--- src/rtl/rx_pkg.sv ---
// Shared types and widths for the USB receive packet controller.
package rx_pkg;

    typedef enum logic [2:0] {IDLE, SYNC, RECV, ERR, EIDLE} rx_state_t;

    localparam int unsigned BYTE_W        = 8;
    localparam int unsigned MAX_BYTES_DEF = 64;
    localparam int unsigned CNT_W         = $clog2(MAX_BYTES_DEF + 1);

endpackage

--- src/rtl/rx_shift_reg.sv ---
// Right-shift register: new bit enters at the MSB, so the first bit received
// ends up in bit 0 after a full byte.
module rx_shift_reg
    import rx_pkg::*;
#(
    parameter int unsigned W = BYTE_W
) (
    input  logic         clk,
    input  logic         n_rst,
    input  logic         en,
    input  logic         din,
    output logic [W-1:0] q
);

    always_ff @(posedge clk or negedge n_rst) begin
        if (!n_rst) begin
            q <= '0;
        end else if (en) begin
            q <= {din, q[W-1:1]};
        end
    end

endmodule

--- src/rtl/rx_packet_ctrl.sv ---
// Receive packet controller: sync hunt, LSB-first byte assembly, FIFO writes, error flagging.
// Optional RX_BYTE_COUNT_EN adds the pkt_len output (bytes written in the last packet).
module rx_packet_ctrl
    import rx_pkg::*;
#(
    parameter logic [7:0]  SYNC_BYTE = 8'h80,
    parameter int unsigned MAX_BYTES = 64
) (
    input  logic              clk,
    input  logic              n_rst,
    input  logic              d_edge,
    input  logic              shift_strobe,
    input  logic              rx_bit,
    input  logic              eop,
    input  logic              fifo_full,
    output logic              w_enable,
    output logic [BYTE_W-1:0] w_data,
    output logic              rcving,
    output logic              r_error
`ifdef RX_BYTE_COUNT_EN
    ,
    output logic [6:0]        pkt_len
`endif
);

    localparam int unsigned BC_W = $clog2(MAX_BYTES + 1);

    rx_state_t         state;
    logic [2:0]        bit_cnt;
    logic [BC_W-1:0]   byte_cnt;
    logic [BYTE_W-1:0] sr;
    logic [BYTE_W-1:0] sr_next;
    logic              active;
    logic              shift_en;
    logic              last_bit;
    logic              pkt_end;
    logic              pkt_start;

    // eop takes priority over a coincident strobe, so the strobe never shifts.
    assign active    = (state == SYNC) || (state == RECV);
    assign shift_en  = shift_strobe && !eop && active;
    assign last_bit  = shift_en && (bit_cnt == 3'd7);
    assign sr_next   = {rx_bit, sr[BYTE_W-1:1]};
    assign pkt_end   = eop && ((state == SYNC) || (state == RECV) || (state == ERR));
    assign pkt_start = d_edge && ((state == IDLE) || (state == EIDLE));

    rx_shift_reg #(.W(BYTE_W)) u_shift_reg (
        .clk   (clk),
        .n_rst (n_rst),
        .en    (shift_en),
        .din   (rx_bit),
        .q     (sr)
    );

    always_ff @(posedge clk or negedge n_rst) begin
        if (!n_rst) begin
            state    <= IDLE;
            bit_cnt  <= '0;
            byte_cnt <= '0;
            w_enable <= 1'b0;
            w_data   <= '0;
            rcving   <= 1'b0;
            r_error  <= 1'b0;
        end else begin
            w_enable <= 1'b0;
            if (shift_en) begin
                bit_cnt <= bit_cnt + 3'd1;
            end
            case (state)
                IDLE, EIDLE: begin
                    if (d_edge) begin
                        state    <= SYNC;
                        rcving   <= 1'b1;
                        r_error  <= 1'b0;
                        bit_cnt  <= '0;
                        byte_cnt <= '0;
                    end
                end
                SYNC: begin
                    if (eop) begin
                        state   <= EIDLE;
                        rcving  <= 1'b0;
                        r_error <= 1'b1;
                    end else if (last_bit) begin
                        if (sr_next == SYNC_BYTE) begin
                            state <= RECV;
                        end else begin
                            state   <= ERR;
                            r_error <= 1'b1;
                        end
                    end
                end
                RECV: begin
                    if (eop) begin
                        rcving <= 1'b0;
                        if (bit_cnt == 3'd0) begin
                            state <= IDLE;
                        end else begin
                            state   <= EIDLE;
                            r_error <= 1'b1;
                        end
                    end else if (last_bit) begin
                        // fifo_full is sampled with the completing strobe, the decision point for the write
                        if (fifo_full || (byte_cnt == BC_W'(MAX_BYTES))) begin
                            state   <= ERR;
                            r_error <= 1'b1;
                        end else begin
                            w_enable <= 1'b1;
                            w_data   <= sr_next;
                            byte_cnt <= byte_cnt + BC_W'(1);
                        end
                    end
                end
                ERR: begin
                    if (eop) begin
                        state  <= EIDLE;
                        rcving <= 1'b0;
                    end
                end
                default: begin
                    state  <= IDLE;
                    rcving <= 1'b0;
                end
            endcase
        end
    end

`ifdef RX_BYTE_COUNT_EN
    always_ff @(posedge clk or negedge n_rst) begin
        if (!n_rst) begin
            pkt_len <= '0;
        end else if (pkt_start) begin
            pkt_len <= '0;
        end else if (pkt_end) begin
            pkt_len <= 7'(byte_cnt);
        end
    end
`else
    logic unused_pkt;
    assign unused_pkt = pkt_start ^ pkt_end;
`endif

endmodule

--- config.mk ---
export PLATFORM = sky130hd
export DESIGN_NAME = rx_packet_ctrl
export DESIGN_NICKNAME = d
export VERILOG_FILES = /design/src/rtl/rx_pkg.sv /design/src/rtl/rx_shift_reg.sv /design/src/rtl/rx_packet_ctrl.sv
export SDC_FILE = /design/constraint.sdc
export NUM_CORES = 1
export LEC_CHECK = 0
export ABC_AREA = 1
export CAP_MARGIN = 20
export CORE_ASPECT_RATIO = 1.2
export CORE_UTILIZATION = 60
export CTS_CLUSTER_DIAMETER = 200
export DETAILED_ROUTE_END_ITERATION = 8
export PLACE_DENSITY = 0.84
export REMOVE_ABC_BUFFERS = 1
export SYNTH_ARGS = -nofsm -noshare
export SYNTH_HDL_FRONTEND = slang
export SYNTH_SLANG_ARGS = --single-unit
export TNS_END_PERCENT = 20
--- constraint.sdc ---
create_clock -name clk -period 3.7 [get_ports clk]
set_input_delay 0.37 -clock clk [delete_from_list [all_inputs] [get_ports clk]]
set_output_delay 0.37 -clock clk [all_outputs]
set_load 0.03 [all_outputs]
==> impl_metrics.toml <==
[floorplan]
rows = 20
fp.dieW_um = 50.2
die_y_um = 59.8
die_area_sq_mm = 0.00300
start_util = 0.648
ios = 18
core_sq_mm = 0.00258

[place]
place_area_sq_mm = 0.00184
dp_cells = 250
globalplace.congestion = 0.924
portBuffers = 17
dp_hpwl_um = 2250

[grt]
grt_use_total = 0.244
grt_pass1_wl_um = 5350
antenna_found_initial = 0
grt_max_degree = 32
grt.overflow.total = 0
first_global_vias = 1238

[yosys]
seq_area_frac_synth = 0.464
yosys.area_share.simple = 0.273
synth-compound-area-share = 0.113
netlist_instances = 203
synth_top_family_by_area = "simple AND/OR/NAND/NOR gates"
ys_warn_count = 0
synth_seq_cells = 31
synth_fa_ha_area_frac = 0.0375
synth.avg_cell_area_sq_um = 8.23
yosysUniqueCellTypes = 22
yosys.area_share.xor_xnor = 0.0105
syn_area_sq_mm = 0.00167
synthMuxAreaShare = 0

[critical_path]
crit_type = "reg -> out"
crit_chain = "clkdlybuf4s50_1"
critPathLaunchType = "flip-flop"
r2r_setup_slack_ps = 2000
rr_startpoint = "state[0]"
critPathMaxStageDelay_ps = 680
arrival_ps = 1390
worstPathMaxFanout = 2
cp.required_ps = 3330
slowest_stage = "clkdlybuf4s50_1"
cp-end-kind = "output pin"
critPathBufInv = 1
startpoint = "w_data[3]"
critPathTopFamily = "buffers and inverters"

[layout]
nets = 236
final_cell_area_sq_mm = 0.00190
drive_above_1_share = 0.134
stdcell_count = 257
syn2layout_area_growth_pct = 13.8
final_cell_mix = "nand2_1 (57), dfrtp_1 (31), inv_1 (30)"
n_antenna_cell = 0
final_common_cell = "nand2_1"
fill_cells = 192

[timing]
setup_violations = 0
min_period_ps = 1760
setup_tns_ps = 0
slew_violations = 0
max_slew_margin = 0.741
clock.fmax_mhz = 568
finalHoldViolCount = 0
tightestPinTransition_ps = 388
grt_setup_unrepaired = "false"
fin_crit_sh = 0.476
skew_ps = 9.17

[detailed_routing]
via_per_inst = 4.98
first_pass_iters = 4
wl_per_cell_um = 11.8
wl_um = 3040
route.vias.total = 1281
final_antenna_net_count = 0
drc = 0
drt_iter0_markers = 46

[pwr]
finalPower_mw = 1.03
power.static_leakage_nw = 0.979
ir_drop_v = 0.000442
pwr_density_cell_mw_per_mm2 = 540

[job]
drv_cap = 0

[clock_network]
clk_pin_slew_ps = 100
post_cts_resized = 0
cts_made_buffers = 5
clock_path_buffers = 2
clk_latency_ps = 330
cts_root_buf = "clkbuf_4"
post_cts_buffers = 0
cts_hold_buf = 0
cts_sinks = 31
h-tree-depth = 2
cts_tree = "built"

[outcome]
status = "complete, no violations"

[min_path]
hp-class = "in -> async"
synth_stat cells:
library cell,n,area [sq um]
nand2_4,3,33.8
nor3b_1,2,15.0
nor2_1,19,71.3
o31ai_1,1,7.51
nand3_2,2,20.0
o21ai_1,8,40.0
nor2_4,2,22.5
ha_1,5,62.6
nand3_1,9,45.0
dfrtp_1,31,776
a21oi_1,3,15.0
nand2_2,2,12.5
inv_2,3,11.3
buf_6,4,45.0
nor3_1,1,5.00
o211ai_1,1,7.51
o21ai_2,9,78.8
o21ai_0,8,40.0
nand3_4,1,17.5
nand2_1,57,214
inv_1,30,113
xor2_1,2,17.5
registers in the layout, summed over array words and instances, names as in the netlist:
name	cells
w_enable	1
bit_cnt	3
state	3
rcving	1
byte_cnt	7
w_data	8
u_shift_reg.q	7
r_error	1
stage by stage:
| stage | utilization | hold slack (ps) | setup WS, ps |
|---|---|---|---|
| final | 0.737 | 422 | 1940 |
| after global routing | 0.737 | 463 | 1790 |
| after CTS | 0.737 | 430 | 1920 |
| after detailed placement | 0.716 | 463 | 1650 |
| after global placement | 0.716 | 455 | 1730 |
| after floorplan | - | 74.4 | 2240 |
metal layers:
layer  global-route usage  wire length (um)  vias to the layer above
met3               0.0662               108                        6
li1                     -                 -                      670
met5                    0                 0                        -
met2                0.406              1450                       25
met1                0.298              1430                      580
met4                0.102                46                        0
logic make-up after synthesis:
group           after synthesis
fa+ha+maj                     5
buf+inv                      37
flops                        31
xor+xnor                      2
compound gates               30
simple gates                 98
area by class of cell:
class,instances,area [sq um],share of cell area
Sequential cell,31,776,0.408
Clock inverter,1,5.00,0.00263
Multi-Input combinational cell,135,726,0.382
Inverter,33,124,0.0652
Timing Repair Buffer,18,178,0.0935
Tap cell,33,41.3,0.0217
Clock buffer,6,51.3,0.0270
final timing paths:
check	to	cells after the start
setup / recovery	w_data[3]	1
hold / removal	state[0]	2
setup reg to reg	byte_cnt[0]	8
hold reg to reg	w_data[2]	2
max in group asynchronous	u_shift_reg.q[7]	2
min in group clk	w_data[2]	2
power breakdown:
group          internal [mW]  total (mW)  leakage (nW)  switching (mW)
clock network         0.0879       0.203        0.0341           0.115
registers              0.398       0.445         0.419          0.0473
logic                  0.126       0.378         0.525           0.252
total                  0.612        1.03         0.979           0.414
Note: power is estimated with default switching activity, not from simulation.
